--- config.mk ---
export PLATFORM = sky130hd
export DESIGN_NAME = crc8_frame_arbiter
export DESIGN_NICKNAME = d
export VERILOG_FILES = /design/src/rtl/crc8_frame_arbiter.sv
export SDC_FILE = /design/constraint.sdc
export NUM_CORES = 1
export LEC_CHECK = 0
export BUFFER_PORTS_ARGS = -buffer_cell sky130_fd_sc_hd__buf_2
export CAP_MARGIN = 10
export CORE_MARGIN = 10
export CORE_UTILIZATION = 40
export CTS_CLUSTER_DIAMETER = 50
export DETAILED_ROUTE_END_ITERATION = 6
export PLACE_DENSITY = 0.66
export SLEW_MARGIN = 10
export SYNTH_ARGS = -nofsm -noshare
export SYNTH_HDL_FRONTEND = slang
export SYNTH_SLANG_ARGS = --single-unit
--- constraint.sdc ---
create_clock -name clk -period 1.7 [get_ports clk]
set_input_delay 0.255 -clock clk [delete_from_list [all_inputs] [get_ports clk]]
set_output_delay 0.255 -clock clk [all_outputs]
set_load 0.1 [all_outputs]
--- src/rtl/crc8_frame_arbiter.sv ---
// crc8_frame_arbiter: shares one bit-serial CRC-8 engine between two byte streams,
// with frame-granular round-robin and a valid/ready result port tagged with the owner.
module crc8_frame_arbiter #(
  parameter logic [7:0] POLY = 8'h07,
  parameter logic [7:0] INIT = 8'h00
) (
  input  logic       clk,
  input  logic       rst_n,
  input  logic       clr,
  input  logic       req0_valid,
  input  logic [7:0] req0_data,
  input  logic       req0_last,
  output logic       req0_ready,
  input  logic       req1_valid,
  input  logic [7:0] req1_data,
  input  logic       req1_last,
  output logic       req1_ready,
  output logic       res_valid,
  output logic [7:0] res_data,
  output logic       res_id,
  input  logic       res_ready,
  output logic       busy
);
  typedef enum logic [1:0] {IDLE, SHIFT, NEXT, RESULT} state_t;
  state_t state, state_n;
  logic       rr, gnt, last_r, busy_r, acc, hs, fb;
  logic [7:0] lfsr, byte_r;
  logic [2:0] cnt;

  always_ff @(posedge clk or negedge rst_n)
    if (!rst_n) begin
      state  <= IDLE;
      busy_r <= 1'b0;
      rr     <= 1'b0;
      gnt    <= 1'b0;
      lfsr   <= INIT;
      cnt    <= 3'd0;
      byte_r <= 8'h00;
      last_r <= 1'b0;
    end else begin
      state  <= state_n;
      busy_r <= state_n != IDLE;
      if (clr) lfsr <= INIT;
      else begin
        if (acc) begin
          byte_r <= req1_ready ? req1_data : req0_data;
          last_r <= req1_ready ? req1_last : req0_last;
          cnt    <= 3'd7;
          if (state == IDLE) begin
            gnt  <= req1_ready;
            lfsr <= INIT;
          end
        end
        if (state == SHIFT) begin
          lfsr <= {lfsr[6:0], 1'b0} ^ (fb ? POLY : 8'h00);
          cnt  <= cnt - 3'd1;
        end
        if (hs) rr <= ~gnt;
      end
    end

  always_comb begin
    state_n = state;
    case (state)
      IDLE, NEXT: if (acc) state_n = SHIFT;
      SHIFT:      if (cnt == 3'd0) state_n = last_r ? RESULT : NEXT;
      RESULT:     if (hs) state_n = IDLE;
      default:    state_n = IDLE;
    endcase
    if (clr) state_n = IDLE;
  end

  // clr gates the readies so a byte offered during an abort is never consumed
  always_comb begin
    req0_ready = !clr && req0_valid &&
                 ((state == IDLE && (!req1_valid || !rr)) || (state == NEXT && !gnt));
    req1_ready = !clr && req1_valid &&
                 ((state == IDLE && (!req0_valid || rr)) || (state == NEXT && gnt));
    acc        = req0_ready || req1_ready;
    res_valid  = state == RESULT;
    res_data   = res_valid ? lfsr : 8'h00;
    res_id     = res_valid && gnt;
    hs         = res_valid && res_ready && !clr;
    fb         = lfsr[7] ^ byte_r[cnt];
    busy       = busy_r;
  end
endmodule
After elaboration in Yosys (flattened, before gate mapping)
Index checks and enable logic that the tools add are counted.
{ "word_totals": {"reg_bits": 25, "latchBits": 0, "ram_bits": 0, "rom_bits": 0, "word_cells": 68, "n_memories": 0} }
{ "op_classes": {"addsub": 1, "n_mul": 0, "div": 0, "magnitude_cmp": 1, "n_eq_ne": 3, "n_shift": 0, "muxes": 18, "bitwise_logic": 4, "reduce_logical": 33} }
{ "op_table": {"columns": ["op", "count"], "rows": [
  ["two-way mux 8 bit", 6],
  ["logical AND 1 bit", 11],
  ["two-way mux 3 bit", 3],
  ["two-way mux 2 bit", 4],
  ["AND reduction 2 bit", 4],
  ["bitwise XOR 8 x 3 -> 8 bit", 1],
  ["case mux 2 bit (3 select lines)", 1],
  ["nonzero test 3 bit", 2],
  ["zero test 1 bit", 5],
  ["logical OR 1 bit", 5],
  ["equality test 2 bit, second input constant", 2],
  ["less-than comparator 3 x 4 -> 1 bit, second input constant", 1],
  ["nonzero test 2 bit", 2],
  ["binary-select mux 1 bit (select 3 bit)", 1],
  ["zero test 3 bit", 1],
  ["two-way mux 1 bit", 3],
  ["AND reduction 3 bit", 1],
  ["subtractor 3 x 1 -> 3 bit, second input constant", 1],
  ["equality test 2 x 1 -> 1 bit, second input constant", 1],
  ["zero test 2 bit", 1],
  ["inverter 1 bit", 2],
  ["OR reduction 2 bit", 1],
  ["bitwise XOR 1 bit", 1]
]} }

Logic depth before layout (Yosys ltp)
Gate-level depths: netlist of the first run.
{ "depth": {"ltp_word": 10, "ltp_mapped": 6, "mapped_depth_nobuf": 6} }

Worst setup path before layout of the first run
OpenSTA, ideal clock, no wires.
{ "synth_path": {"kind": "register to register", "start": "register state[0]", "end": "register gnt", "setup_time_ns": 0.131, "t_arrival_ns": 1.713, "t_required_ns": 1.569, "setup_slack_ns": -0.143, "path_stages_with_launch": 5, "synth_period_minus_slack_ns": 1.843, "path_cell_list": "dfrtp_1 nor2_1 o2111a_1 a21bo_2 o31ai_1"} }
{ "synth_via": {"elab_chain_len": 6, "word_cells_on_any_way": 12, "cone_classes": "eq/ne: 1; reduce/logical: 11"} }
{ "synth_lines": {"columns": ["element", "line_no", "rtl"], "rows": [
  ["start: declaration", "25", "state_t state, state_n;"],
  ["start signal: assignment", "41", "state <= state_n;"],
  ["equality test 2 bit / zero test 2 bit (equally long branches)", "76", "((state == IDLE && (!req1_valid || !rr)) || (state == NEXT && !gnt));"],
  ["logical AND 1 bit", "76", null],
  ["logical OR 1 bit *", "76", null],
  ["logical AND 1 bit *", "75", "req0_ready = !clr && req0_valid &&"],
  ["named net req0_ready", "13", "output logic req0_ready,"],
  ["logical OR 1 bit *", "79", "acc = req0_ready || req1_ready;"],
  ["AND reduction 3 bit (no source line) *", null, null],
  ["end signal: assignment", "50", "gnt <= req1_ready;"],
  ["end: declaration", "26", "logic rr, gnt, last_r, busy_r, acc, hs, fb;"]
]} }
The timed path passes the listed nets; every way through them passes the cells marked *.
A chain may end at the register's enable or synchronous reset.

Worst setup path after layout of the first run
{ "layout_path": {"start": "register state[1]", "end": "output req1_ready"} }
{ "layout_via": {"elab_chain_len": 4, "word_cells_on_any_way": 6, "cone_classes": "eq/ne: 1; reduce/logical: 5"} }
{ "layout_lines": {"columns": ["element", "line_no", "rtl"], "rows": [
  ["equality test 2 bit / zero test 2 bit (equally long branches)", "78", "((state == IDLE && (!req0_valid || rr)) || (state == NEXT && gnt));"],
  ["logical AND 1 bit", "78", null],
  ["logical OR 1 bit *", "78", null],
  ["logical AND 1 bit *", "77", "req1_ready = !clr && req1_valid &&"],
  ["end: declaration", "17", "output logic req1_ready,"]
]} }
Every way passes the cells marked *; elsewhere a longest branch is shown, timed or not.

==> flow_summary_export.csv, run 1 <==
group,metric,value,unit
timing,finalHoldViolCount,0,
placement,place_congestion,0.861,
setup_path,critical_path_required,1.44,ns
route,drc_errors,0,
setup_path,start_kind,"flop",
pwr,leakage,0.946,nW
route,ant_nets,0,
floorplanning,rows,21,
timing,setup_viol,1,
global_route,grt_first_pass_wirelength,5120,um
hold_path,hp-class,"primary input to flop",
global_route,grt_pass1_vias,1194,
clocking,root_buffer,"clkbuf_4",
route,firstDrtPassIters,4,
run,cap_violations,0,
floorplanning,io_pins,37,
layout,area_growth,41.1,%
synthesis,syn_area_per_cell,10.5,um2
setup_path,regToRegStartpoint,"cnt[2]",
run_status,outcome,"complete, but fails checks",
floorplanning,fp.dieW,78.1,um
synthesis,yosysSeqAreaShare,0.463,
global_route,antenna_found_initial,0,
global_route,grtUsageTotal,0.0982,
pwr,powerDensity,703,mW/mm2
layout,drive_above_1_share,0.423,
placement,portBuffers,36,
pwr,p_total,1.34,mW
layout,area.sequential,627,um2
global_route,grt.busiest_layer,"met2",
timing,setup_ws,-0.0312,ns
setup_path,startpoint,"state[1]",
global_route,grt_max_degree,26,
synthesis,synthesis.nets,154,
timing,fin_skew,0.00652,ns
clocking,cts_tree,"built",
clocking,htree_levels,1,
timing,fmaxAchievable,0.578,GHz
layout,multi_input_area,711,um2
pwr,peakVddDrop,0.308,mV
timing,period_share,1.02,
timing,grt_setup_unrepaired,"yes",
setup_path,cp_max_fo,4,
global_route,met3_usage,0.0330,
floorplanning,die_h,78.1,um
timing,setup_tns,-0.0312,ns
placement,hpwl,2510,um
route,vias,1147,
layout,finalNetCount,202,
setup_path,cp.arrival,1.48,ns
clocking,cts.sinks,25,
timing,relSlewSlack,0.626,
layout,final_cell_mix,"dfrtp_1 (24), buf_2 (24), a21oi_1 (14)",
global_route,overflow,0,
route,drt-initial-drc-count,53,
clocking,clk_pin_slew_worst_paths,0.14,ns
route,wirelength,3200,um
floorplanning,fp.dieArea,0.00610,mm2
run_status,violations,"setup timing",
route,vias_per_cell,5.19,
timing,drv_slew,0,
synthesis,synth_cell_types,37,
setup_path,cp-end-kind,"output port",
clocking,numCtsBuffers,3,
global_route,grt_util_met1,0.114,
synthesis,syn_inst,128,
floorplanning,core,0.00331,mm2
timing,layout_min_cycle_time,1.73,ns
clocking,insertion_delay,0.31,ns
hold_path,worstHoldStart,"req1_data[4]",
setup_path,crit_type,"flop to output port",
floorplanning,start_util,0.408,
global_route,grt.met2_usage,0.171,
timing,tightestPinTransition,0.561,ns
synthesis,synth_area,0.00135,mm2
route,wire_per_inst,14.5,um
synthesis,ys_warn_count,0,
synthesis,ys_seq_elements,25,
clocking,clk_path_buf_depth,2,
layout,antenna_cells,0,
layout,nFillCells,303,
-- cell usage after synthesis (all sizes together) --
cell      n  share of area
o2111a    1         0.0083
nand2b    1         0.0065
inv       3         0.0083
a21oi    14          0.052
a31oi     1         0.0046
o21ai     1         0.0037
mux2      1         0.0083
nor3      1         0.0037
nand2     6          0.017
o21bai    1         0.0056
buf       2         0.0093
nand3b    1         0.0056
clkinv    1         0.0028
or3       3          0.014
nor3b     1         0.0056
xor2      2          0.013
or3b      1         0.0065
mux4      2          0.039
or2       1         0.0046
clkbuf    5          0.014
o2111ai   1         0.0065
nor2     14          0.039
xnor2     3          0.019
o31ai     1         0.0056
a22o      8          0.052
ha        2          0.019
mux2i    11          0.091
a21bo     1         0.0074
and2      1         0.0046
and3     10          0.047
a21o      1         0.0056
dfrtp    25           0.46
o221a     1         0.0083
-- logic make-up after synthesis --
family / after synthesis / synth area share
xor gates and xnor gates: 5 / 0.0324
DFF: 25 / 0.463
buffers and inverters: 11 / 0.0343
AOI/OAI and AO/OA: 31 / 0.159
adders and majority gates: 2 / 0.0185
muxes: 14 / 0.138
and+or+nand+nor: 40 / 0.154
-- metrics by stage --
step	setup slack (ns)	instance area, um2	std cells	utilization	hold WS (ns)
finish	-0.0312	1900	221	0.575	0.225
global route	-0.108	1900	221	0.575	0.237
CTS	-0.0333	1890	221	0.571	0.222
detailed placement	0.0549	1830	215	0.551	0.280
global placement	0.0977	1830	215	0.551	0.278
floorplan	0.0115	1360	128	-	-0.0406
-- state kept, by name, indices dropped and copies added (netlist names) --
register,cells
busy,1
rr,1
cnt,3
lfsr,8
state,2
byte_r,8
last_r,1
gnt,1
-- path summary, 6_finish.rpt --
kind                               to  slack, ns  depth (start not counted)
max in group asynchronous      cnt[2]       0.85                          2
min                         byte_r[4]       0.23                          3
max                        req1_ready      -0.03                          4
min reg2reg                    cnt[0]       0.51                          1
min in group asynchronous     lfsr[7]       0.45                          2
max reg2reg                   lfsr[2]       0.07                          4
-- area by class of cell --
class,instances,share of cell area
Inverter,4,0.00788
Timing Repair Buffer,50,0.246
Tap cell,46,0.0302
Multi-Input combinational cell,92,0.373
Clock buffer,4,0.0138
Sequential cell,25,0.329
-- report_power, final --
group,internal (mW),switching (mW)
clock network,0.0916,0.171
logic,0.174,0.197
registers,0.660,0.0444
-- routing by layer --
metal	wire, um	up-vias	part of all wire
met5	0	-	0
met1	1380	558	0.43
met2	1630	29	0.51
met4	14	0	0.0044
li1	-	558	-
met3	169	2	0.053
-- critical path, stage by stage (launching register included) --
cell       delay [ns]
dfrtp_1          0.44
or3b_4           0.40
o2111ai_4        0.09
inv_2            0.07
buf_12           0.17
-- repair_timing --
action / 4_1_cts / 5_1_grt
pin swaps: 2 / 0
hold buffers: 1 / 0
hold endpoints to repair: 25 / 0
gates cloned: 0 / 0
buffers inserted: 1 / 0
endpoints found under the setup margin: 1 / 5
resized for setup: 5 / 5
Power figures use the tool's default switching activity.
==> inputs of run 2 (changes only) <==
--- a/config.mk
+++ b/config.mk
@@ -12,6 +12,7 @@
 export CTS_CLUSTER_DIAMETER = 50
 export DETAILED_ROUTE_END_ITERATION = 6
 export PLACE_DENSITY = 0.66
+export SETUP_SLACK_MARGIN = 0.15
 export SLEW_MARGIN = 10
 export SYNTH_ARGS = -nofsm -noshare
 export SYNTH_HDL_FRONTEND = slang
==> flow_summary_export.csv, run 2 (synthesis gave the netlist of run 1 again) <==
group,metric,value,unit
run_status,outcome,"complete, but fails checks",
run_status,violations,"setup timing",
setup_path,cp_max_fo,4,
route,wirelength,4120,um
setup_path,crit_type,"flop to output port",
route,drt-initial-drc-count,106,
layout,multi_input_area,835,um2
placement,portBuffers,36,
run,cap_violations,0,
clocking,clk_pin_slew_worst_paths,0.13,ns
timing,finalHoldViolCount,0,
layout,final_cell_mix,"dfrtp_1 (24), buf_2 (24), buf_12 (15)",
route,ant_nets,0,
layout,final_core_util,0.678,
clocking,numCtsBuffers,3,
global_route,grt_pass1_vias,1324,
setup_path,cp-end-kind,"output port",
route,wire_per_inst,17.8,um
route,vias,1223,
setup_path,crit_chain,"or3b_4, o2111ai_4, buf_12, inv_12, buf_12",
global_route,grt_max_degree,26,
hold_path,hp-class,"primary input to flop",
timing,relSlewSlack,0.628,
clocking,cts_tree,"built",
clocking,htree_levels,1,
floorplanning,fp.dieW,78.1,um
clocking,insertion_delay,0.32,ns
pwr,peakVddDrop,0.507,mV
clocking,clk_path_buf_depth,2,
timing,setup_ws,-0.165,ns
timing,period_share,1.10,
layout,area.sequential,627,um2
timing,setup_viol,12,
global_route,grtUsageTotal,0.116,
placement,dpl_cell_area,0.00185,mm2
layout,finalNetCount,213,
setup_path,start_kind,"flop",
timing,layout_min_cycle_time,1.86,ns
clocking,root_buffer,"clkbuf_4",
timing,fin_skew,0.00274,ns
layout,antenna_cells,0,
global_route,met3_usage,0.0342,
setup_path,critical_path_required,1.44,ns
layout,area_growth,66.3,%
timing,setup_tns,-0.777,ns
global_route,antenna_found_initial,0,
floorplanning,start_util,0.408,
setup_path,cp.arrival,1.61,ns
floorplanning,rows,21,
layout,drive_above_1_share,0.538,
floorplanning,io_pins,37,
route,vias_per_cell,5.27,
clocking,cts.sinks,25,
route,firstDrtPassIters,4,
floorplanning,core,0.00331,mm2
setup_path,worst_path_most_repeated_cell,"buf_12",
global_route,grt_util_met1,0.124,
timing,drv_slew,0,
placement,place_congestion,0.787,
timing,tightestPinTransition,0.558,ns
layout,final_cell_area,0.00224,mm2
layout,reg_top3,"byte_r: 8 flops, lfsr: 8 flops, cnt: 3 flops",
pwr,leakage,1.06,nW
placement,hpwl,2620,um
global_route,overflow,0,
timing,fmaxAchievable,0.536,GHz
global_route,grt.busiest_layer,"met2",
route,drc_errors,0,
layout,nFillCells,244,
setup_path,critPathSlowestCell,"dfrtp_2",
setup_path,max_stage_delay,0.46,ns
timing,grt_setup_unrepaired,"yes",
floorplanning,fp.dieArea,0.00610,mm2
global_route,grt.met2_usage,0.208,
pwr,powerDensity,661,mW/mm2
floorplanning,die_h,78.1,um
global_route,grt_first_pass_wirelength,6000,um
## run 2: metrics by stage
step	setup slack, ns	hold slack [ns]	cells	power [mW]
4_1_cts	-0.133	0.188	221	1.38
3_3_place_gp	0.143	0.271	212	1.07
2_1_floorplan	0.126	-0.0406	128	0.956
3_5_place_dp	0.0709	0.271	212	1.10
6_report	-0.165	0.223	232	1.48
5_1_grt	-0.214	0.210	232	1.57
## run 2: critical path, delay by kind of cell (launching register included)
kind	cells	cell delay [ns]
AND/OR/NAND/NOR	1	0.40
buffers and inverters	3	0.33
AO/OA/AOI/OAI	1	0.09
flip-flops	1	0.46
## run 2: timing repair
item / CTS / global route
gates cloned: 0 / 3
endpoints found under the hold margin: 25 / 0
setup buffers: 4 / 8
pin swaps: 7 / 10
setup endpoints to repair: 15 / 35
gates resized for setup: 15 / 28
hold buffers: 1 / 0
## run 2: layout make-up
cell class / instances / area share
multi-input combinational: 92 / 0.372
tap: 46 / 0.0256
inverter: 4 / 0.0145
timing repair buffer: 61 / 0.297
clock buffer: 4 / 0.0117
sequential: 25 / 0.279
## run 2: path summary, 6_finish.rpt
path / startpoint / end / slack (ns) / depth (start not counted)
max in group asynchronous: rst_n / state[1] / 0.84 / 2
setup / recovery: state[1] / req1_ready / -0.16 / 5
hold / removal: clr / state[1] / 0.22 / 2
setup reg to reg: state[1] / byte_r[4] / -0.09 / 7
min in group asynchronous: rst_n / lfsr[6] / 0.46 / 2
hold reg to reg: byte_r[2] / byte_r[2] / 0.54 / 2
## run 2: per-layer routing
metal	up-vias	wire length (um)	part of all wire
li1	577	-	-
met4	0	73	0.018
met1	593	1550	0.38
met2	47	2230	0.54
met5	-	0	0
met3	6	269	0.065
## run 2: where the power goes
group	switching, mW	internal [mW]	total [mW]
clock network	0.176	0.0919	0.268
registers	0.0503	0.660	0.710
logic	0.249	0.257	0.506
total	0.476	1.01	1.48
==> inputs of run 3 (changes only) <==
--- a/config.mk
+++ b/config.mk
@@ -5,6 +5,7 @@
 export SDC_FILE = /design/constraint.sdc
 export NUM_CORES = 1
 export LEC_CHECK = 0
+export ABC_AREA = 1
 export BUFFER_PORTS_ARGS = -buffer_cell sky130_fd_sc_hd__buf_2
 export CAP_MARGIN = 10
 export CORE_MARGIN = 10
==> flow_summary_export.csv, run 3 <==
group,metric,value,unit
timing,setup_tns,-0.0437,ns
clocking,root_buffer,"clkbuf_4",
synthesis,syn_inst,185,
setup_path,cp-end-kind,"output port",
placement,place_congestion,0.866,
pwr,intPower,1.17,mW
pwr,power_switching,0.854,mW
synthesis,synthMuxAreaShare,0,
setup_path,reg2reg_slack,0.05,ns
global_route,grtUsageTotal,0.121,
layout,reg_top3,"byte_r: 8 flops, lfsr: 8 flops, cnt: 3 flops",
route,firstDrtPassIters,4,
layout,antenna_cells,0,
layout,area.sequential,628,um2
synthesis,synthSimpleGateAreaFrac,0.276,
pwr,combPwrFrac,0.462,
route,wire_per_inst,14.9,um
route,wirelength,4330,um
clocking,clk_path_buf_depth,2,
synthesis,synthesis.nets,211,
timing,layout_min_cycle_time,1.73,ns
timing,grt_setup_unrepaired,"yes",
run,cap_violations,0,
synthesis,yosysTopAreaCell,"dfrtp_1",
synthesis,yosysMostFrequentCell,"nand2_1",
clocking,clk_pin_slew_worst_paths,0.14,ns
floorplanning,fp.dieArea,0.00630,mm2
layout,final_cells,290,
timing,fin_skew,0.00980,ns
synthesis,ys_seq_elements,25,
synthesis,synth_cell_types,24,
clocking,cts_tree,"built",
global_route,grt_first_pass_wirelength,6430,um
synthesis,ys_warn_count,0,
timing,fmaxAchievable,0.577,GHz
setup_path,worst_path_most_repeated_cell,"o21ai_2",
route,vias_per_cell,5.19,
synthesis,synthAdderAreaFrac,0.0178,
timing,setup_ws,-0.0318,ns
synthesis,ys.flop_type,"dfrtp_1",
floorplanning,io_pins,37,
floorplanning,core,0.00336,mm2
synthesis,synth_compound_area_frac,0.167,
placement,hpwl,2680,um
synthesis,synth_area,0.00141,mm2
layout,finalNetCount,271,
setup_path,max_stage_delay,0.47,ns
setup_path,critical_path_required,1.44,ns
setup_path,critPathTopFamily,"flip-flops",
run_status,outcome,"complete, but fails checks",
setup_path,crit_type,"flop to output port",
pwr,clockPowerShare,0.134,
setup_path,critPathSlowestCell,"dfrtp_2",
hold_path,worstHoldStart,"req1_last",
synthesis,synth_common_cells,"nand2_1 (37), dfrtp_1 (25), nand3_1 (24)",
synthesis,synth_top_area_frac,0.444,
route,vias,1506,
timing,tightestPinTransition,0.561,ns
layout,final_cell_mix,"nand2_1 (33), buf_2 (24), dfrtp_1 (23)",
layout,nFillCells,286,
clocking,numCtsBuffers,3,
setup_path,cp_max_fo,3,
layout,drive_above_1_share,0.504,
hold_path,min_path_cells,3,
clocking,cts.sinks,25,
timing,drv_slew,0,
pwr,peakVddDrop,0.477,mV
route,ant_nets,0,
floorplanning,fp.dieW,79.3,um
timing,relSlewSlack,0.626,
floorplanning,start_util,0.419,
synthesis,synth_area_leaders,"dfrtp_1 (44%), nand2_1 (9.9%), nand3_1 (8.5%)",
clocking,insertion_delay,0.32,ns
setup_path,crit_chain,"nor2_4, buf_6, o21ai_2, o21ai_2, nand2_2, clkinv_4, buf_12",
hold_path,min_to,"last_r",
global_route,grt_pass1_vias,1468,
pwr,powerDensity,864,mW/mm2
route,drc_errors,0,
setup_path,cp.arrival,1.48,ns
synthesis,synth_edf_count,0,
layout,layout_commonest_cell,"nand2_1",
placement,portBuffers,36,
floorplanning,die_h,79.3,um
layout,area_growth,66.1,%
global_route,antenna_found_initial,0,
setup_path,cp_num_buf_inv,3,
synthesis,syn_area_per_cell,7.62,um2
pwr,seqPwrFrac,0.404,
global_route,grt_max_degree,26,
setup_path,r2r-end,"byte_r[2]",
synthesis,yosys.area_share.xor_xnor,0,
synthesis,ys_async_sr_fraction,1.00,
global_route,overflow,0,
layout,multi_input_area,951,um2
route,drt-initial-drc-count,89,
synthesis,yosysSeqAreaShare,0.444,
timing,finalHoldViolCount,0,
run_status,violations,"setup timing",
pwr,leakage,1.04,nW
synthesis,synth_top_family_by_area,"simple AND/OR/NAND/NOR gates",
setup_path,regToRegStartpoint,"state[0]",
setup_path,reg2regPathDepth,9,
floorplanning,rows,21,
hold_path,hp-class,"primary input to flop",
clocking,htree_levels,1,
timing,setup_viol,2,
setup_path,start_kind,"flop",
pwr,switching_share,0.423,
placement,dp.cells,269,
timing,period_share,1.02,
timing,hold_ws,0.166,ns
run 3: worst register-to-register path, delay by kind of cell, from the launching register on:
family / cells / cell delay (ns)
and+or+nand+nor: 2 / 0.17
AOI/OAI and AO/OA: 3 / 0.35
DFF: 1 / 0.47
buffers and inverters: 4 / 0.55
run 3: area by class of cell:
cell class | count | share of cell area
Multi-Input combinational cell | 131 | 0.406
Sequential cell | 25 | 0.268
Timing Repair Buffer | 56 | 0.237
Inverter | 28 | 0.0519
Tap cell | 46 | 0.0246
Clock buffer | 4 | 0.0112
run 3: power by group through the flow:
stage	Combinational (mW)	Clock, mW	Sequential, mW
detailed placement	0.702	0	0.814
floorplan	0.482	0	0.832
global route	1.03	0.288	0.828
finish	0.933	0.271	0.818
global placement	0.687	0	0.816
CTS	0.783	0.274	0.803
run 3: what timing repair did:
action / 4_1_cts / 5_1_grt
hold buffers: 1 / 0
gates cloned: 0 / 2
resized for setup: 19 / 49
pin swaps: 3 / 13
buffers inserted: 10 / 4
hold endpoints to repair: 25 / 0
setup endpoints to repair: 19 / 35
run 3: logic make-up after synthesis:
group,Yosys count
compound gates,38
buf+inv,31
fa+ha+maj,2
flops,25
simple gates,89
run 3: routing by layer:
layer | GRT usage | routed length [um]
met3 | 0.0169 | 223
met5 | 0 | 0
met1 | 0.147 | 1780
met2 | 0.209 | 2240
met4 | 0.0502 | 89
run 3: worst max path at each step:
stage	slack, ns	cells after the start	end	from
3_3_place_gp	0.18	7	req1_ready	state[1]
2_1_floorplan	-0.002	2	res_data[0]	state[1]
6_report	-0.03	7	req1_ready	state[0]
4_1_cts	-0.05	7	req1_ready	state[1]
5_1_grt	-0.08	6	req0_ready	state[0]
3_5_place_dp	0.15	9	byte_r[7]	state[1]
run 3: stage by stage:
step / worst slack (ns) / power, mW / util / instance area, um2
floorplan: -0.00228 / 1.31 / - / 1440
global placement: 0.181 / 1.50 / 0.557 / 1870
detailed placement: 0.150 / 1.52 / 0.557 / 1870
CTS: -0.0527 / 1.86 / 0.618 / 2080
global route: -0.0772 / 2.15 / 0.696 / 2340
finish: -0.0318 / 2.02 / 0.696 / 2340
